<file path="src/rtl/lc3b_types.sv">
// Shared LC-3b types: opcodes, register indices and the hazard unit's shadow state.
package lc3b_types;

    typedef enum logic [3:0] {
        OP_BR    = 4'h0,
        OP_ADD   = 4'h1,
        OP_LDB   = 4'h2,
        OP_STB   = 4'h3,
        OP_JSR   = 4'h4,
        OP_AND   = 4'h5,
        OP_LDW   = 4'h6,
        OP_STW   = 4'h7,
        OP_RTI   = 4'h8,
        OP_XOR   = 4'h9,
        OP_RSV_A = 4'hA,
        OP_RSV_B = 4'hB,
        OP_JMP   = 4'hC,
        OP_SHF   = 4'hD,
        OP_LEA   = 4'hE,
        OP_TRAP  = 4'hF
    } lc3b_opcode;

    typedef logic [2:0] lc3b_reg;

    // IDLE: normal issue. SHADOW: bubbles behind an issued control instruction.
    typedef enum logic {
        IDLE   = 1'b0,
        SHADOW = 1'b1
    } lc3b_hazard_state;

endpackage

</file>
<file path="src/rtl/hazard_scoreboard_if.sv">
// Bundle between the decode stage (master) and the hazard scoreboard (slave).
//
// Handshake: issue_valid is held by decode until the instruction is accepted;
// an instruction is accepted in a cycle where issue_valid & load_front &
// !insert_nop. Writebacks (wb_valid) are accepted whenever load_back is high.
interface hazard_scoreboard_if
    import lc3b_types::*;
#(
    parameter int NUM_REGS   = 8,
    parameter int NUM_SRC    = 3,
    parameter int PIPE_DEPTH = 4
);
    localparam int IDX_W = $clog2(NUM_REGS);
    localparam int CNT_W = $clog2(PIPE_DEPTH + 1);

    logic                     issue_valid;
    logic                     issue_uses_dest;
    logic [IDX_W-1:0]         issue_dest;
    logic [NUM_SRC-1:0]       src_used;
    logic [NUM_SRC*IDX_W-1:0] src_idx;
    logic                     issue_is_ctrl;
    logic                     wb_valid;
    logic [IDX_W-1:0]         wb_dest;
    logic                     flush;
    logic [CNT_W-1:0]         flush_keep;
    logic                     fetch_miss;
    logic                     mem_miss;
    logic                     ex_stall;

    logic                     load_front;
    logic                     load_ex;
    logic                     load_back;
    logic                     insert_nop;
    logic                     data_hazard;
    logic [NUM_REGS-1:0]      busy_mask;
    logic [CNT_W-1:0]         inflight;
    logic                     wb_mismatch;
    lc3b_hazard_state         shadow_state;

    modport master (
        output issue_valid, issue_uses_dest, issue_dest, src_used, src_idx,
               issue_is_ctrl, wb_valid, wb_dest, flush, flush_keep,
               fetch_miss, mem_miss, ex_stall,
        input  load_front, load_ex, load_back, insert_nop, data_hazard,
               busy_mask, inflight, wb_mismatch, shadow_state
    );

    modport slave (
        input  issue_valid, issue_uses_dest, issue_dest, src_used, src_idx,
               issue_is_ctrl, wb_valid, wb_dest, flush, flush_keep,
               fetch_miss, mem_miss, ex_stall,
        output load_front, load_ex, load_back, insert_nop, data_hazard,
               busy_mask, inflight, wb_mismatch, shadow_state
    );

endinterface

</file>
<file path="src/rtl/inflight_queue.sv">
// Circular FIFO of in-flight destination registers, oldest at head.
// Supports push, pop (applied first) and truncation to the oldest 'keep' entries.
module inflight_queue #(
    parameter  int DEPTH = 4,
    parameter  int IDX_W = 3,
    localparam int CNT_W = $clog2(DEPTH + 1),
    localparam int PTR_W = $clog2(DEPTH)
) (
    input  logic             clk,
    input  logic             rst,
    input  logic             push,
    input  logic [IDX_W-1:0] push_dest,
    input  logic             pop,
    input  logic             truncate,
    input  logic [CNT_W-1:0] keep,
    output logic [IDX_W-1:0] head_dest,
    output logic [CNT_W-1:0] count,
    output logic             full,
    output logic             empty,
    output logic [DEPTH-1:0] ent_valid,
    output logic [IDX_W-1:0] ent_dest [DEPTH]
);
    logic [IDX_W-1:0] mem [DEPTH];
    logic [PTR_W-1:0] head_q;
    logic [PTR_W-1:0] tail;
    logic [CNT_W-1:0] cnt_q;
    logic [CNT_W-1:0] cnt_after_pop;
    logic             pop_ok;
    logic             push_ok;

    function automatic logic [PTR_W-1:0] wrap_add(input logic [PTR_W-1:0] p,
                                                  input logic [CNT_W-1:0] n);
        int sum;
        sum = int'(p) + int'(n);
        if (sum >= DEPTH) sum = sum - DEPTH;
        return PTR_W'(sum);
    endfunction

    assign empty         = (cnt_q == '0);
    assign full          = (cnt_q == CNT_W'(DEPTH));
    assign pop_ok        = pop & !empty;
    // A full queue only takes a push when the head leaves in the same cycle.
    assign push_ok       = push & !truncate & (!full | pop_ok);
    assign tail          = wrap_add(head_q, cnt_q);
    assign head_dest     = mem[head_q];
    assign count         = cnt_q;
    assign cnt_after_pop = cnt_q - CNT_W'(pop_ok);

    // Head pointer and occupancy; truncation sees the post-pop occupancy.
    always_ff @(posedge clk) begin
        if (rst) begin
            head_q <= '0;
            cnt_q  <= '0;
        end else begin
            if (pop_ok) head_q <= wrap_add(head_q, CNT_W'(1));
            if (truncate) cnt_q <= (keep < cnt_after_pop) ? keep : cnt_after_pop;
            else          cnt_q <= cnt_after_pop + CNT_W'(push_ok);
        end
    end

    // Entry storage; contents are only meaningful while the entry is valid.
    always_ff @(posedge clk) begin
        if (push_ok) mem[tail] <= push_dest;
    end

    // Per-entry export: an entry is valid if it lies within count of head.
    always_comb begin
        for (int i = 0; i < DEPTH; i++) begin
            if (PTR_W'(i) >= head_q)
                ent_valid[i] = (i - int'(head_q)) < int'(cnt_q);
            else
                ent_valid[i] = (i + DEPTH - int'(head_q)) < int'(cnt_q);
            ent_dest[i] = mem[i];
        end
    end

endmodule

</file>
<file path="src/rtl/hazard_scoreboard.sv">
// Issue-stage hazard unit: in-order write queue, control-flow shadow,
// deferred flush, and per-stage load enables / bubble insertion.
module hazard_scoreboard
    import lc3b_types::*;
#(
    parameter int NUM_REGS   = 8,
    parameter int NUM_SRC    = 3,
    parameter int PIPE_DEPTH = 4,
    parameter int BR_SHADOW  = 3
) (
    input logic               clk,
    input logic               rst,
    hazard_scoreboard_if.slave bus
);
    localparam int IDX_W = $clog2(NUM_REGS);
    localparam int CNT_W = $clog2(PIPE_DEPTH + 1);
    localparam int SH_W  = (BR_SHADOW < 2) ? 1 : $clog2(BR_SHADOW + 1);

    logic [IDX_W-1:0]      head_dest;
    logic [CNT_W-1:0]      q_count;
    logic                  q_full;
    logic                  q_empty;
    logic [PIPE_DEPTH-1:0] ent_valid;
    logic [IDX_W-1:0]      ent_dest [PIPE_DEPTH];

    logic [NUM_REGS-1:0]   busy;
    logic                  hazard;
    logic                  pop_req;
    logic                  push_req;
    logic                  accept;
    logic                  nop;
    logic                  ld_back;
    logic                  ld_ex;
    logic                  ld_front;
    lc3b_hazard_state      state;
    logic [SH_W-1:0]       sh_cnt;
    logic                  flush_pend;
    logic                  mismatch;

    inflight_queue #(.DEPTH(PIPE_DEPTH), .IDX_W(IDX_W)) u_queue (
        .clk       (clk),
        .rst       (rst),
        .push      (push_req),
        .push_dest (bus.issue_dest),
        .pop       (pop_req),
        .truncate  (bus.flush),
        .keep      (bus.flush_keep),
        .head_dest (head_dest),
        .count     (q_count),
        .full      (q_full),
        .empty     (q_empty),
        .ent_valid (ent_valid),
        .ent_dest  (ent_dest)
    );

    // A register is busy while any queued write targets it.
    always_comb begin
        busy = '0;
        for (int e = 0; e < PIPE_DEPTH; e++)
            if (ent_valid[e]) busy[ent_dest[e]] = 1'b1;
    end

    // Any used source that reads a busy register stalls issue (no bypass).
    always_comb begin
        hazard = 1'b0;
        for (int s = 0; s < NUM_SRC; s++)
            if (bus.src_used[s] && busy[bus.src_idx[s*IDX_W +: IDX_W]]) hazard = 1'b1;
    end

    assign ld_back  = !bus.mem_miss & !(bus.fetch_miss & bus.flush);
    assign ld_ex    = ld_back & !bus.ex_stall;
    assign pop_req  = bus.wb_valid & ld_back;
    assign nop      = hazard | bus.fetch_miss | (state == SHADOW) | bus.flush
                    | flush_pend | (q_full & !pop_req);
    assign ld_front = ld_ex & (!nop | bus.flush | (flush_pend & !bus.fetch_miss));
    assign accept   = bus.issue_valid & ld_front & !nop;
    assign push_req = accept & bus.issue_uses_dest;

    assign bus.load_back    = ld_back;
    assign bus.load_ex      = ld_ex;
    assign bus.load_front   = ld_front;
    assign bus.insert_nop   = nop;
    assign bus.data_hazard  = hazard;
    assign bus.busy_mask    = busy;
    assign bus.inflight     = q_count;
    assign bus.wb_mismatch  = mismatch;
    assign bus.shadow_state = state;

    // Control-flow shadow: BR_SHADOW bubbles, frozen while mem_miss holds the pipe.
    always_ff @(posedge clk) begin
        if (rst) begin
            state  <= IDLE;
            sh_cnt <= '0;
        end else begin
            case (state)
                IDLE: begin
                    if (accept && bus.issue_is_ctrl && BR_SHADOW > 0) begin
                        state  <= SHADOW;
                        sh_cnt <= SH_W'(BR_SHADOW - 1);
                    end
                end
                SHADOW: begin
                    if (bus.flush) begin
                        state <= IDLE;
                    end else if (!bus.mem_miss) begin
                        if (sh_cnt == '0) state <= IDLE;
                        else              sh_cnt <= sh_cnt - SH_W'(1);
                    end
                end
                default: state <= IDLE;
            endcase
        end
    end

    // Deferred flush across an I-cache miss, and the sticky writeback-order error.
    always_ff @(posedge clk) begin
        if (rst) begin
            flush_pend <= 1'b0;
            mismatch   <= 1'b0;
        end else begin
            if (bus.flush && bus.fetch_miss) flush_pend <= 1'b1;
            else if (!bus.fetch_miss)        flush_pend <= 1'b0;
            if (pop_req && (q_empty || bus.wb_dest != head_dest)) mismatch <= 1'b1;
        end
    end

endmodule

</file>
<file path="src/flat_wrapper.sv">
// flat-port wrapper written by rule: the top's interface ports become plain ports
module hazard_scoreboard_flat import lc3b_types::*;
#(
    parameter int NUM_REGS   = 8,
    parameter int NUM_SRC    = 3,
    parameter int PIPE_DEPTH = 4,
    parameter int BR_SHADOW  = 3
)
  (clk, rst, bus_issue_valid, bus_issue_uses_dest, bus_issue_dest, bus_src_used, bus_src_idx, bus_issue_is_ctrl, bus_wb_valid, bus_wb_dest, bus_flush, bus_flush_keep, bus_fetch_miss, bus_mem_miss, bus_ex_stall, bus_load_front, bus_load_ex, bus_load_back, bus_insert_nop, bus_data_hazard, bus_busy_mask, bus_inflight, bus_wb_mismatch, bus_shadow_state);
  hazard_scoreboard_if #(.NUM_REGS(NUM_REGS), .NUM_SRC(NUM_SRC), .PIPE_DEPTH(PIPE_DEPTH)) bus_i ();
  input logic clk;
  input logic rst;
  input wire logic [$bits(bus_i.issue_valid)-1:0] bus_issue_valid;
  input wire logic [$bits(bus_i.issue_uses_dest)-1:0] bus_issue_uses_dest;
  input wire logic [$bits(bus_i.issue_dest)-1:0] bus_issue_dest;
  input wire logic [$bits(bus_i.src_used)-1:0] bus_src_used;
  input wire logic [$bits(bus_i.src_idx)-1:0] bus_src_idx;
  input wire logic [$bits(bus_i.issue_is_ctrl)-1:0] bus_issue_is_ctrl;
  input wire logic [$bits(bus_i.wb_valid)-1:0] bus_wb_valid;
  input wire logic [$bits(bus_i.wb_dest)-1:0] bus_wb_dest;
  input wire logic [$bits(bus_i.flush)-1:0] bus_flush;
  input wire logic [$bits(bus_i.flush_keep)-1:0] bus_flush_keep;
  input wire logic [$bits(bus_i.fetch_miss)-1:0] bus_fetch_miss;
  input wire logic [$bits(bus_i.mem_miss)-1:0] bus_mem_miss;
  input wire logic [$bits(bus_i.ex_stall)-1:0] bus_ex_stall;
  output wire logic [$bits(bus_i.load_front)-1:0] bus_load_front;
  output wire logic [$bits(bus_i.load_ex)-1:0] bus_load_ex;
  output wire logic [$bits(bus_i.load_back)-1:0] bus_load_back;
  output wire logic [$bits(bus_i.insert_nop)-1:0] bus_insert_nop;
  output wire logic [$bits(bus_i.data_hazard)-1:0] bus_data_hazard;
  output wire logic [$bits(bus_i.busy_mask)-1:0] bus_busy_mask;
  output wire logic [$bits(bus_i.inflight)-1:0] bus_inflight;
  output wire logic [$bits(bus_i.wb_mismatch)-1:0] bus_wb_mismatch;
  output wire logic [$bits(bus_i.shadow_state)-1:0] bus_shadow_state;
  assign bus_i.issue_valid = bus_issue_valid;
  assign bus_i.issue_uses_dest = bus_issue_uses_dest;
  assign bus_i.issue_dest = bus_issue_dest;
  assign bus_i.src_used = bus_src_used;
  assign bus_i.src_idx = bus_src_idx;
  assign bus_i.issue_is_ctrl = bus_issue_is_ctrl;
  assign bus_i.wb_valid = bus_wb_valid;
  assign bus_i.wb_dest = bus_wb_dest;
  assign bus_i.flush = bus_flush;
  assign bus_i.flush_keep = bus_flush_keep;
  assign bus_i.fetch_miss = bus_fetch_miss;
  assign bus_i.mem_miss = bus_mem_miss;
  assign bus_i.ex_stall = bus_ex_stall;
  assign bus_load_front = bus_i.load_front;
  assign bus_load_ex = bus_i.load_ex;
  assign bus_load_back = bus_i.load_back;
  assign bus_insert_nop = bus_i.insert_nop;
  assign bus_data_hazard = bus_i.data_hazard;
  assign bus_busy_mask = bus_i.busy_mask;
  assign bus_inflight = bus_i.inflight;
  assign bus_wb_mismatch = bus_i.wb_mismatch;
  assign bus_shadow_state = bus_i.shadow_state;
  hazard_scoreboard #(.NUM_REGS(NUM_REGS), .NUM_SRC(NUM_SRC), .PIPE_DEPTH(PIPE_DEPTH), .BR_SHADOW(BR_SHADOW)) u_core (.clk(clk), .rst(rst), .bus(bus_i));
endmodule
</file>
<file path="config.mk">
export PLATFORM = sky130hd
export DESIGN_NAME = hazard_scoreboard_flat
export DESIGN_NICKNAME = d
export VERILOG_FILES = /design/src/rtl/lc3b_types.sv /design/src/rtl/hazard_scoreboard_if.sv /design/src/rtl/inflight_queue.sv /design/src/rtl/hazard_scoreboard.sv /design/src/flat_wrapper.sv
export SDC_FILE = /design/constraint.sdc
export NUM_CORES = 1
export LEC_CHECK = 0
export CELL_PAD_IN_SITES_DETAIL_PLACEMENT = 1
export CELL_PAD_IN_SITES_GLOBAL_PLACEMENT = 1
export CORE_ASPECT_RATIO = 0.9
export CORE_MARGIN = 4
export CORE_UTILIZATION = 35
export CTS_CLUSTER_DIAMETER = 100
export DETAILED_ROUTE_END_ITERATION = 6
export HOLD_SLACK_MARGIN = 0.06
export PLACE_DENSITY_LB_ADDON = 0.1
export SYNTH_ARGS = -nofsm -noshare
export SYNTH_HDL_FRONTEND = slang
export SYNTH_SLANG_ARGS = --single-unit
</file>
<file path="constraint.sdc">
create_clock -name clk -period 4.45 [get_ports clk]
set_input_delay 0.89 -clock clk [delete_from_list [all_inputs] [get_ports clk]]
set_output_delay 0.89 -clock clk [all_outputs]
set_load 0.02 [all_outputs]
</file>
==> run_summary.xml, run 1 <==
<?xml version="1.0" encoding="UTF-8"?>
<metrics>
  <group name="run_status">
    <metric name="result_of_the_run" unit="">complete, no violations</metric>
  </group>
  <group name="worst_setup_path">
    <metric name="timing.critical_path.to_type" unit="">output port</metric>
    <metric name="cp_data_required_time" unit="ns">3.56</metric>
    <metric name="critPathLaunchType" unit="">flip-flop</metric>
    <metric name="ff2ff_setup_slack" unit="ns">0.38</metric>
    <metric name="worst-setup-path-type" unit="">flip-flop to output port</metric>
    <metric name="worst_r2r_path_depth" unit="">15</metric>
    <metric name="worst-endpoint-arrival" unit="ns">3.44</metric>
    <metric name="worstPathMaxFanout" unit="">4</metric>
  </group>
  <group name="synthesis">
    <metric name="synth.cells.most_frequent" unit="">26 x sky130_fd_sc_hd__inv_1, 24 x sky130_fd_sc_hd__ha_1, 18 x sky130_fd_sc_hd__nor2_1</metric>
    <metric name="post_synth_net_total" unit="">340</metric>
    <metric name="synthArstFlopShare" unit="%">0</metric>
    <metric name="synthCells" unit="">285</metric>
    <metric name="number_of_synthesized_register_bits" unit="">24</metric>
    <metric name="post_synth_main_area_contributors" unit="">sky130_fd_sc_hd__edfxtp_1 15%, sky130_fd_sc_hd__ha_1 12%, sky130_fd_sc_hd__dfxtp_1 9.8%</metric>
    <metric name="yosysUniqueCellTypes" unit="">67</metric>
    <metric name="synth.avg_cell_area" unit="um^2">8.627</metric>
    <metric name="ys.flop_type" unit="">sky130_fd_sc_hd__edfxtp_1</metric>
    <metric name="synth_top_area_cell" unit="">sky130_fd_sc_hd__edfxtp_1</metric>
    <metric name="synth.most_common_cell" unit="">sky130_fd_sc_hd__inv_1</metric>
    <metric name="synth_sequential_area_ratio" unit="%">24.43</metric>
    <metric name="netlist_area" unit="um^2">2459</metric>
    <metric name="post_synth_edffs" unit="">12</metric>
    <metric name="netlist.area_leader.share" unit="%">14.66</metric>
    <metric name="synth.yosys.warnings" unit="">0</metric>
  </group>
  <group name="floorplanning">
    <metric name="die_area" unit="um^2">8431</metric>
    <metric name="floorplan.io_pins" unit="">49</metric>
    <metric name="fp.coreArea" unit="um^2">6691</metric>
    <metric name="die_w" unit="um">96.35</metric>
    <metric name="floorplan.rows" unit="">28</metric>
    <metric name="floorplan.initialDensity" unit="%">36.74</metric>
    <metric name="chipHeight" unit="um">87.51</metric>
  </group>
  <group name="routing">
    <metric name="totalWireLength" unit="um">8775</metric>
    <metric name="drc" unit="">0</metric>
    <metric name="route.detailed.wl_per_inst" unit="um">18.91</metric>
    <metric name="antenna_left" unit="">0</metric>
    <metric name="total_iterations_of_the_first_detailed_routing_run" unit="">4</metric>
    <metric name="routed-via-count" unit="">2624</metric>
    <metric name="via_cell_ratio" unit="">5.655</metric>
    <metric name="drt_iter0_drc" unit="">142</metric>
  </group>
  <group name="finish">
    <metric name="post_route_cells_drive_above_1_share" unit="%">19.25</metric>
    <metric name="final_net_count" unit="">430</metric>
    <metric name="post-route-util" unit="%">51.70</metric>
    <metric name="post_layout_nonfiller_instances" unit="">464</metric>
    <metric name="design_area" unit="um^2">3460</metric>
    <metric name="antenna_cells" unit="">0</metric>
    <metric name="areaGrowthSynthToFinish" unit="%">40.71</metric>
  </group>
  <group name="clock_tree">
    <metric name="clock_buffer_depth" unit="">2</metric>
    <metric name="h-tree-depth" unit="">1</metric>
    <metric name="clock_insertion_delay_worst_skew" unit="ns">0.27</metric>
    <metric name="path_clk_slew" unit="ns">0.10</metric>
    <metric name="cts_root_buf" unit="">sky130_fd_sc_hd__clkbuf_8</metric>
    <metric name="cts_buffers" unit="">3</metric>
    <metric name="tritoncts_clock_tree" unit="">done</metric>
    <metric name="clkSinkCount" unit="">24</metric>
  </group>
  <group name="sta">
    <metric name="setup_viol_count_final" unit="">0</metric>
    <metric name="finClkSkew" unit="ns">0.004262</metric>
    <metric name="timing.slew.headroom" unit="%">61.29</metric>
    <metric name="timing.final.hold_violations" unit="">0</metric>
    <metric name="rsz0062_at_grt" unit="">yes</metric>
    <metric name="clock.fmax" unit="GHz">0.2308</metric>
    <metric name="finalCritPeriodShare" unit="%">97.38</metric>
    <metric name="timing_max_transition_violations_final" unit="">0</metric>
    <metric name="tightestPinTransition" unit="ns">0.5762</metric>
    <metric name="setup-tns-final" unit="ns">0</metric>
    <metric name="finalWorstPathRequiredPeriod" unit="ns">4.334</metric>
  </group>
  <group name="pwr">
    <metric name="power_density" unit="nW/um^2">236.6</metric>
    <metric name="switchingPower" unit="uW">282.8</metric>
    <metric name="switching_share" unit="%">34.55</metric>
    <metric name="sequentialPowerShare" unit="%">29.7</metric>
    <metric name="power_leakage" unit="uW">0.001421</metric>
    <metric name="peakVddDrop" unit="V">0.0001735</metric>
    <metric name="share_clk_of_total_power" unit="%">24.5</metric>
    <metric name="power_report.internal_total" unit="uW">535.9</metric>
    <metric name="comb_power_share" unit="%">45.8</metric>
  </group>
  <group name="placement">
    <metric name="finalWeightedCongestion" unit="">0.9580</metric>
    <metric name="hpwl" unit="um">7524</metric>
    <metric name="port-buffer-count" unit="">48</metric>
    <metric name="placed_cells" unit="">458</metric>
    <metric name="post_dp_cell_area" unit="um^2">3333</metric>
  </group>
  <group name="global_routing">
    <metric name="global_route.overflow_total" unit="">0</metric>
    <metric name="maximum_number_of_pins_on_one_net_before_global_route_repair" unit="">15</metric>
    <metric name="globalRouteTotalUtil" unit="%">21.80</metric>
    <metric name="first_global_vias" unit="">2663</metric>
    <metric name="first_pass_grt_wire_length" unit="um">14120</metric>
    <metric name="grt_antenna_before_repair" unit="">0</metric>
  </group>
  <group name="run">
    <metric name="maxCapViolations" unit="">0</metric>
  </group>
  <group name="hold_path">
    <metric name="timing.hold.worst.class" unit="">flip-flop to flip-flop</metric>
    <metric name="min_path_cells" unit="">2</metric>
  </group>
</metrics>
critical path: stages, from the launching register on:
cell	delay [ns]
sky130_fd_sc_hd__dfxtp_1	0.35
sky130_fd_sc_hd__inv_1	0.09
sky130_fd_sc_hd__ha_1	0.32
sky130_fd_sc_hd__ha_1	0.29
sky130_fd_sc_hd__nor2b_2	0.17
sky130_fd_sc_hd__o22ai_2	0.11
sky130_fd_sc_hd__a21o_1	0.19
sky130_fd_sc_hd__or4_1	0.54
sky130_fd_sc_hd__o2bb2ai_1	0.16
sky130_fd_sc_hd__o41ai_2	0.30
sky130_fd_sc_hd__buf_4	0.17
sky130_fd_sc_hd__nand4_1	0.12
sky130_fd_sc_hd__dlygate4sd2_1	0.36
final cells by class:
type                            instances  area (um^2)
Multi-Input combinational cell        230         1793
Clock inverter                          1        30.03
Sequential cell                        24        600.6
Tap cell                               90        112.6
Inverter                               26        97.59
Clock buffer                            3        41.29
Fill cell                             792         3232
Timing Repair Buffer                   90        784.5
routing by layer:
metal	part of all wire [%]	GRT usage (%)	up-vias
met1	50	33.40	1286
met4	0.22	2.166	0
met3	5.5	3.630	2
li1	-	-	1282
met2	44	33.10	54
met5	0	0	-
timing repair:
item                       CTS  global route
hold buffers                 0             0
resized for setup            5            15
pin swaps                    2             3
setup buffers                2             0
setup endpoints to repair    3             3
worst paths after layout:
kind | from | to
hold / removal | u_core.bus.wb_mismatch | u_core.bus.wb_mismatch
setup reg to reg | u_core.u_queue.head_q[1] | u_core.u_queue.mem[1][1]
hold reg to reg | u_core.bus.wb_mismatch | u_core.bus.wb_mismatch
setup / recovery | u_core.u_queue.head_q[1] | bus_insert_nop
kinds of logic (layout without fill, tap and decap cells):
group	count (synthesis)	after routing	share of synthesized area (%)
adders and majority gates	24	24	12.21
buffers and inverters	31	120	4.732
AOI/OAI and AO/OA	71	71	22.65
muxes	5	5	3.562
DFF	24	24	24.43
and+or+nand+nor	123	123	29.92
xor gates and xnor gates	7	7	2.494
placed cells by master (no fill, tap or decap), drive strengths merged, types with 3 or more instances in the layout:
| cell type | count |
|---|---|
| inv | 26 |
| a211oi | 4 |
| xnor2 | 5 |
| edfxtp | 12 |
| mux4 | 3 |
| and3 | 5 |
| nor2b | 9 |
| a2111oi | 3 |
| nand2b | 10 |
| nor4b | 4 |
| nor4 | 9 |
| a311oi | 4 |
| a21o | 6 |
| and4 | 3 |
| a211o | 3 |
| nor3 | 8 |
| nand3 | 10 |
| buf | 43 |
| nor3b | 4 |
| nand2 | 14 |
| clkbuf | 4 |
| a21oi | 13 |
| a31oi | 5 |
| o21a | 3 |
| o21ai | 7 |
| clkdlybuf4s50 | 45 |
| nand4 | 13 |
| ha | 24 |
| dfxtp | 12 |
| nor2 | 18 |
| a31o | 3 |
power by group through the flow:
stage	clock (uW)	sequential, uW	combinational (uW)
floorplan	0	255	181
global placement	0	248	356
detailed placement	0	248	364
CTS	201	243	368
global route	218	244	410
finish	201	243	375
metrics by stage:
stage	setup WS, ns	hold WS, ns	power (uW)
after floorplan	0.08447	0.4753	436.4
after global placement	-0.1180	0.4523	604.0
after detailed placement	-0.1688	0.4750	612.3
after CTS	-0.09672	0.4970	813.2
after global routing	-0.09178	0.5244	871.6
final	0.1164	0.5051	818.7
registers in the layout (all words and copies together) (netlist names), named ones only:
| signal | flops |
|---|---|
| u_core.bus.shadow_state | 1 |
| u_core.bus.wb_mismatch | 1 |
| u_core.flush_pend | 1 |
| u_core.sh_cnt | 2 |
| u_core.u_queue.count | 3 |
| u_core.u_queue.head_q | 2 |
| u_core.u_queue.mem | 12 |
Note: power is estimated with default switching activity, not from simulation.
==> run 2: changes to the inputs <==
- CORE_UTILIZATION: 35 -> 39
- HOLD_SLACK_MARGIN: 0.06 -> 0.08
==> run 2 against run 1 <==
  * Count of clock-buffer cells in the layout stayed put
  * Non-clock buffer count is 19 lower
  * Setup slack better by 0.026 ns
  * Critical path depth stayed put
  * Sequential power hardly changed
  * Hold slack worse by 0.019 ns
  * Critical path type unchanged
  * Critical endpoint unchanged
==> run_summary.xml, run 2 (synthesis gave the netlist of run 1 again) <==
<?xml version="1.0" encoding="UTF-8"?>
<metrics>
  <group name="run_status">
    <metric name="result_of_the_run" unit="">complete, no violations</metric>
  </group>
  <group name="routing">
    <metric name="total_iterations_of_the_first_detailed_routing_run" unit="">4</metric>
    <metric name="route.detailed.wl_per_inst" unit="um">17.92</metric>
    <metric name="via_cell_ratio" unit="">5.753</metric>
    <metric name="routed-via-count" unit="">2543</metric>
    <metric name="drt_iter0_drc" unit="">117</metric>
    <metric name="antenna_left" unit="">0</metric>
    <metric name="drc" unit="">0</metric>
    <metric name="totalWireLength" unit="um">7919</metric>
  </group>
  <group name="worst_setup_path">
    <metric name="cp_slowest_cell" unit="">sky130_fd_sc_hd__dfxtp_1</metric>
    <metric name="worst_path_dominant_cell_family" unit="">compound AO/OA/AOI/OAI gates</metric>
    <metric name="r2r_start" unit="">u_core.u_queue.head_q[1]</metric>
    <metric name="worstPathMaxFanout" unit="">6</metric>
    <metric name="crit_path_frequent_cell" unit="">sky130_fd_sc_hd__ha_1</metric>
    <metric name="critPathMaxStageDelay" unit="ns">0.38</metric>
    <metric name="critPathLaunchType" unit="">flip-flop</metric>
    <metric name="timing.critical_path.cells" unit="">buf_4, ha_1, inv_1, ha_1, mux2i_2, o2111ai_2, a21oi_1, or3_1, a211o_1, o31ai_4, nand4_1, dlygate4sd2_1</metric>
    <metric name="sum_of_buffers_and_inverters_on_the_critical_path" unit="">3</metric>
    <metric name="worst_r2r_path_depth" unit="">20</metric>
    <metric name="cp_data_required_time" unit="ns">3.56</metric>
    <metric name="worst-setup-path-type" unit="">flip-flop to output port</metric>
    <metric name="timing.critical_path.to_type" unit="">output port</metric>
    <metric name="ff2ff_setup_slack" unit="ns">0.44</metric>
    <metric name="worst-endpoint-arrival" unit="ns">3.42</metric>
    <metric name="critical_path.reg2reg.endpoint" unit="">u_core.u_queue.count[2]</metric>
  </group>
  <group name="global_routing">
    <metric name="first_pass_grt_wire_length" unit="um">12990</metric>
    <metric name="first_global_vias" unit="">2592</metric>
    <metric name="globalRouteTotalUtil" unit="%">20.80</metric>
    <metric name="maximum_number_of_pins_on_one_net_before_global_route_repair" unit="">15</metric>
    <metric name="global_route.overflow_total" unit="">0</metric>
    <metric name="grt_antenna_before_repair" unit="">0</metric>
  </group>
  <group name="floorplanning">
    <metric name="floorplan.initialDensity" unit="%">40.21</metric>
    <metric name="fp.coreArea" unit="um^2">6115</metric>
    <metric name="floorplan.rows" unit="">27</metric>
    <metric name="floorplan.io_pins" unit="">49</metric>
    <metric name="die_w" unit="um">91.70</metric>
    <metric name="chipHeight" unit="um">83.33</metric>
    <metric name="die_area" unit="um^2">7640</metric>
  </group>
  <group name="sta">
    <metric name="tightestPinTransition" unit="ns">0.5629</metric>
    <metric name="fin_hold_ws" unit="ns">0.4859</metric>
    <metric name="setup-tns-final" unit="ns">0</metric>
    <metric name="clock.fmax" unit="GHz">0.2322</metric>
    <metric name="finalCritPeriodShare" unit="%">96.79</metric>
    <metric name="rsz0062_at_grt" unit="">yes</metric>
    <metric name="finClkSkew" unit="ns">0.008970</metric>
    <metric name="timing_max_transition_violations_final" unit="">0</metric>
    <metric name="setup_viol_count_final" unit="">0</metric>
    <metric name="timing.final.hold_violations" unit="">0</metric>
    <metric name="timing.slew.headroom" unit="%">62.39</metric>
    <metric name="finalWorstPathRequiredPeriod" unit="ns">4.307</metric>
  </group>
  <group name="finish">
    <metric name="antenna_cells" unit="">0</metric>
    <metric name="largest_register_ff_count" unit="">12</metric>
    <metric name="final_net_count" unit="">411</metric>
    <metric name="mostFrequentLayoutCell" unit="">sky130_fd_sc_hd__clkdlybuf4s50_1</metric>
    <metric name="post_route_cells_drive_above_1_share" unit="%">13.80</metric>
    <metric name="layout_common_cells" unit="">45 x sky130_fd_sc_hd__clkdlybuf4s50_1, 26 x sky130_fd_sc_hd__inv_1, 24 x sky130_fd_sc_hd__ha_1</metric>
    <metric name="fillCellCount" unit="">726</metric>
    <metric name="regMostFlops" unit="">u_core.u_queue.mem</metric>
    <metric name="areaGrowthSynthToFinish" unit="%">34.10</metric>
  </group>
  <group name="run">
    <metric name="maxCapViolations" unit="">0</metric>
  </group>
  <group name="clock_tree">
    <metric name="tritoncts_clock_tree" unit="">done</metric>
    <metric name="cts_hold_repair.buffers" unit="">0</metric>
    <metric name="clock_buffer_depth" unit="">2</metric>
    <metric name="cts_buffers" unit="">3</metric>
    <metric name="path_clk_slew" unit="ns">0.09</metric>
    <metric name="h-tree-depth" unit="">1</metric>
    <metric name="cts_root_buf" unit="">sky130_fd_sc_hd__clkbuf_8</metric>
    <metric name="clkSinkCount" unit="">24</metric>
    <metric name="clock_insertion_delay_worst_skew" unit="ns">0.27</metric>
  </group>
  <group name="pwr">
    <metric name="design_power_total" unit="uW">772.0</metric>
    <metric name="power_leakage" unit="uW">0.001323</metric>
    <metric name="peakVddDrop" unit="V">0.0002160</metric>
    <metric name="power_density" unit="nW/um^2">234.1</metric>
  </group>
  <group name="hold_path">
    <metric name="whs_endpoint" unit="">u_core.bus.wb_mismatch</metric>
    <metric name="min-delay-start" unit="">u_core.bus.wb_mismatch</metric>
    <metric name="timing.hold.worst.class" unit="">flip-flop to flip-flop</metric>
    <metric name="min_path_cells" unit="">2</metric>
  </group>
  <group name="placement">
    <metric name="port-buffer-count" unit="">48</metric>
    <metric name="hpwl" unit="um">6484</metric>
    <metric name="finalWeightedCongestion" unit="">0.9034</metric>
  </group>
</metrics>
[run 2: metrics by stage]
stage	instances	worst slack (ns)	utilization (%)	instance area, um^2
floorplan	285	0.08447	-	2459
global placement	437	0.07214	52.24	3194
detailed placement	437	0.008177	52.24	3194
CTS	441	0.01309	53.88	3294
global route	442	-0.07998	53.92	3297
finish	442	0.1429	53.92	3297
[run 2: layer usage]
layer	track usage, %	wire length (um)	vias to the layer above
met5	0	0	-
met4	5.803	114	0
met3	2.446	346	9
met2	36.63	3869	46
met1	26.62	3589	1251
li1	-	-	1237
[run 2: final cells by class]
cell class	instances	area, um^2	area share, %
inverters	26	97.59	2.960
multi-input cells	230	1777	53.89
well taps	87	108.9	3.302
clock buffers	3	41.29	1.252
repair buffers	71	641.9	19.47
flip-flops and latches	24	600.6	18.22
clock inverters	1	30.03	0.9108
[run 2: power breakdown]
group          total, uW  switching, uW  internal [uW]
logic                338            182            156
registers            245           6.64            238
clock network        190           69.4            120
[run 2: worst max path at each step]
stage	startpoint	end	cells past startpoint
2_1_floorplan	u_core.u_queue.head_q[1]	bus_load_front	11
3_3_place_gp	u_core.u_queue.head_q[1]	bus_data_hazard	13
3_5_place_dp	u_core.u_queue.head_q[1]	bus_load_front	12
4_1_cts	u_core.u_queue.head_q[1]	bus_load_front	12
5_1_grt	u_core.u_queue.head_q[1]	bus_load_front	13
6_report	u_core.u_queue.head_q[1]	bus_insert_nop	12
[run 2: what timing repair did]
action                                  4_1_cts  5_1_grt
endpoints found under the hold margin         0        0
endpoints found under the setup margin        3        3
pin swaps                                     0        1
resized for setup                            11        5
buffers inserted                              0        1
[run 2: worst reg2reg max path: cells and delay by family, from the launching register on]
kind                       cells  cell delay [ns]
adders and majority gates      4             0.85
muxes                          1             0.21
AOI/OAI and AO/OA              5             1.09
and+or+nand+nor                4             0.54
buffers and inverters          5             0.65
xor gates and xnor gates       1             0.17
DFF                            1             0.38
==> run 3: changes to the inputs <==
- ABC_CLOCK_PERIOD_IN_PS: unset -> 4450
- CORE_UTILIZATION: 39 -> 40
- CTS_BUF_LIST: unset -> sky130_fd_sc_hd__clkbuf_4
==> run 3 against run 2 <==
  * Global-route usage rose by 1.8 points
  * Count of clock-buffer cells in the layout is the same
  * Largest cell class unchanged
  * Largest power group unchanged
  * Cell area up 8.2%
  * Final cell count grew 0.68%
  * Combinational power grew 17%
  * Setup slack got worse by 0.063 ns
  * Die area down 2.3%
  * Critical path type unchanged
  * Power grew 4.1%
  * Critical path depth stayed put
  * Sequential share of layout area decreased by 1.3 points
==> run_summary.xml, run 3 (synthesis gave the netlist of run 1 again) <==
<?xml version="1.0" encoding="UTF-8"?>
<metrics>
  <group name="finish">
    <metric name="final_net_count" unit="">431</metric>
    <metric name="regMostFlops" unit="">u_core.u_queue.mem</metric>
    <metric name="antenna_cells" unit="">0</metric>
    <metric name="layout_common_cells" unit="">45 x sky130_fd_sc_hd__clkdlybuf4s50_1, 43 x sky130_fd_sc_hd__buf_4, 21 x sky130_fd_sc_hd__inv_1</metric>
    <metric name="largest_register_ff_count" unit="">12</metric>
    <metric name="areaGrowthSynthToFinish" unit="%">45.14</metric>
    <metric name="post_route_cells_drive_above_1_share" unit="%">25.60</metric>
    <metric name="mostFrequentLayoutCell" unit="">sky130_fd_sc_hd__clkdlybuf4s50_1</metric>
  </group>
  <group name="global_routing">
    <metric name="first_pass_grt_wire_length" unit="um">13460</metric>
    <metric name="first_global_vias" unit="">2761</metric>
    <metric name="grt_antenna_before_repair" unit="">0</metric>
    <metric name="globalRouteTotalUtil" unit="%">22.59</metric>
    <metric name="maximum_number_of_pins_on_one_net_before_global_route_repair" unit="">15</metric>
    <metric name="global_route.overflow_total" unit="">0</metric>
  </group>
  <group name="clock_tree">
    <metric name="path_clk_slew" unit="ns">0.14</metric>
    <metric name="cts_root_buf" unit="">sky130_fd_sc_hd__clkbuf_4</metric>
    <metric name="clock_buffer_depth" unit="">2</metric>
    <metric name="h-tree-depth" unit="">1</metric>
    <metric name="clkSinkCount" unit="">24</metric>
    <metric name="tritoncts_clock_tree" unit="">done</metric>
    <metric name="cts_hold_repair.buffers" unit="">0</metric>
    <metric name="clock_insertion_delay_worst_skew" unit="ns">0.32</metric>
    <metric name="cts_buffers" unit="">3</metric>
  </group>
  <group name="floorplanning">
    <metric name="floorplan.io_pins" unit="">49</metric>
    <metric name="die_w" unit="um">90.64</metric>
    <metric name="chipHeight" unit="um">82.38</metric>
    <metric name="floorplan.rows" unit="">26</metric>
    <metric name="die_area" unit="um^2">7466</metric>
    <metric name="floorplan.initialDensity" unit="%">42.22</metric>
    <metric name="fp.coreArea" unit="um^2">5823</metric>
  </group>
  <group name="sta">
    <metric name="finalWorstPathRequiredPeriod" unit="ns">4.370</metric>
    <metric name="timing.final.hold_violations" unit="">0</metric>
    <metric name="post_layout_worst_setup_margin" unit="ns">0.08026</metric>
    <metric name="timing.slew.headroom" unit="%">63.53</metric>
    <metric name="setup_viol_count_final" unit="">0</metric>
    <metric name="tightestPinTransition" unit="ns">0.5428</metric>
    <metric name="timing_max_transition_violations_final" unit="">0</metric>
    <metric name="finClkSkew" unit="ns">0.006313</metric>
    <metric name="clock.fmax" unit="GHz">0.2288</metric>
    <metric name="finalCritPeriodShare" unit="%">98.20</metric>
  </group>
  <group name="pwr">
    <metric name="peakVddDrop" unit="V">0.0001575</metric>
    <metric name="power_density" unit="nW/um^2">225.1</metric>
    <metric name="power_leakage" unit="uW">0.001439</metric>
    <metric name="design_power_total" unit="uW">803.3</metric>
  </group>
  <group name="routing">
    <metric name="antenna_left" unit="">0</metric>
    <metric name="route.met2.wl" unit="um">4070</metric>
    <metric name="dr.max_layer_used" unit="">met4</metric>
    <metric name="wirelength_met1" unit="um">3959</metric>
    <metric name="drt_iter0_drc" unit="">119</metric>
    <metric name="drc" unit="">0</metric>
    <metric name="route.detailed.wl_per_inst" unit="um">19.34</metric>
    <metric name="total_iterations_of_the_first_detailed_routing_run" unit="">4</metric>
    <metric name="wl_met3" unit="um">481</metric>
    <metric name="via_cell_ratio" unit="">5.971</metric>
    <metric name="routed-via-count" unit="">2657</metric>
    <metric name="totalWireLength" unit="um">8606</metric>
  </group>
  <group name="placement">
    <metric name="hpwl" unit="um">6923</metric>
    <metric name="port-buffer-count" unit="">48</metric>
    <metric name="pre_cts_ws" unit="ns">-0.1593</metric>
    <metric name="finalWeightedCongestion" unit="">0.9326</metric>
  </group>
  <group name="run">
    <metric name="maxCapViolations" unit="">0</metric>
  </group>
  <group name="worst_setup_path">
    <metric name="critPathLaunchType" unit="">flip-flop</metric>
    <metric name="worst-endpoint-arrival" unit="ns">3.48</metric>
    <metric name="critPathMaxStageDelay" unit="ns">0.42</metric>
    <metric name="cp_data_required_time" unit="ns">3.56</metric>
    <metric name="worst-setup-path-type" unit="">flip-flop to output port</metric>
    <metric name="worst_r2r_path_depth" unit="">19</metric>
    <metric name="timing.critical_path.cells" unit="">inv_2, buf_4, ha_1, or3b_4, nand4_1, a21boi_0, a31oi_1, o31a_1, o31ai_4, nand4_1, a21boi_1, buf_4</metric>
    <metric name="critical_path.reg2reg.endpoint" unit="">u_core.u_queue.count[2]</metric>
    <metric name="worstPathMaxFanout" unit="">4</metric>
    <metric name="ff2ff_setup_slack" unit="ns">0.47</metric>
    <metric name="timing.critical_path.to_type" unit="">output port</metric>
    <metric name="cp_slowest_cell" unit="">sky130_fd_sc_hd__or3b_4</metric>
    <metric name="r2r_start" unit="">u_core.u_queue.head_q[1]</metric>
  </group>
  <group name="hold_path">
    <metric name="min_path_cells" unit="">2</metric>
    <metric name="whs_endpoint" unit="">u_core.bus.wb_mismatch</metric>
    <metric name="min-delay-start" unit="">u_core.bus.wb_mismatch</metric>
    <metric name="timing.hold.worst.class" unit="">flip-flop to flip-flop</metric>
  </group>
  <group name="run_status">
    <metric name="result_of_the_run" unit="">complete, no violations</metric>
  </group>
</metrics>
## run 3: cell types whose count changed in the layout (fill, tap and decap cells not counted), moves of 4 or more
cell and change:
sky130_fd_sc_hd__ha_4 +4, sky130_fd_sc_hd__inv_1 -5, sky130_fd_sc_hd__buf_4 +20, sky130_fd_sc_hd__ha_1 -5
## run 3: critical path, delay by kind of cell (launching register included)
kind	cells	cell delay, ns
compound gates	5	1.37
fa+ha+maj	1	0.32
buf+inv	3	0.36
flops	1	0.37
simple gates	3	0.74
## run 3: how the worst max path moves through the flow
stage / startpoint / to / slack [ns] / depth (start not counted)
floorplan: u_core.u_queue.head_q[1] / bus_load_front / 0.08 / 11
global placement: u_core.u_queue.head_q[0] / bus_load_front / -0.04 / 13
detailed placement: u_core.u_queue.head_q[0] / bus_load_front / -0.16 / 13
CTS: u_core.u_queue.head_q[0] / bus_data_hazard / 0.02 / 14
global route: u_core.u_queue.head_q[1] / bus_load_front / -0.11 / 12
finish: u_core.u_queue.head_q[1] / bus_load_front / 0.08 / 12
## run 3: timing repair
action | CTS | global route
endpoints found under the setup margin | 3 | 3
endpoints found under the hold margin | 0 | 0
pin swaps | 4 | 9
setup buffers | 1 | 5
gates cloned | 0 | 0
resized for setup | 20 | 35
## run 3: where the power goes
group	switching (uW)	internal (uW)
clock network	70.5	91.1
registers	6.36	239
logic	205	191
total	282	521
## run 3: per-layer routing
| layer | global-route usage (%) | vias to the layer above |
|---|---|---|
| met2 | 38.27 | 71 |
| met4 | 4.587 | 0 |
| met3 | 4.620 | 10 |
| met1 | 30.16 | 1294 |
| li1 | - | 1282 |
| met5 | 0 | - |
## run 3: final cells by class
| type | count | area [um^2] |
|---|---|---|
| fillers | 662 | 2255 |
| multi-input cells | 230 | 1919 |
| repair buffers | 91 | 800.8 |
| flip-flops and latches | 24 | 604.3 |
| inverters | 26 | 103.9 |
| well taps | 70 | 87.58 |
| clock inverters | 1 | 30.03 |
| clock buffers | 3 | 22.52 |
## run 3: through the flow
step	util [%]	hold WS (ns)	cells	area, um^2	TNS [ns]
2_1_floorplan	-	0.4753	285	2459	0
3_3_place_gp	56.55	0.4561	436	3293	-0.04128
3_5_place_dp	56.55	0.4736	436	3293	-0.2668
4_1_cts	57.99	0.5053	440	3377	0
5_1_grt	61.28	0.5463	445	3568	-0.1390
6_report	61.28	0.5088	445	3568	0
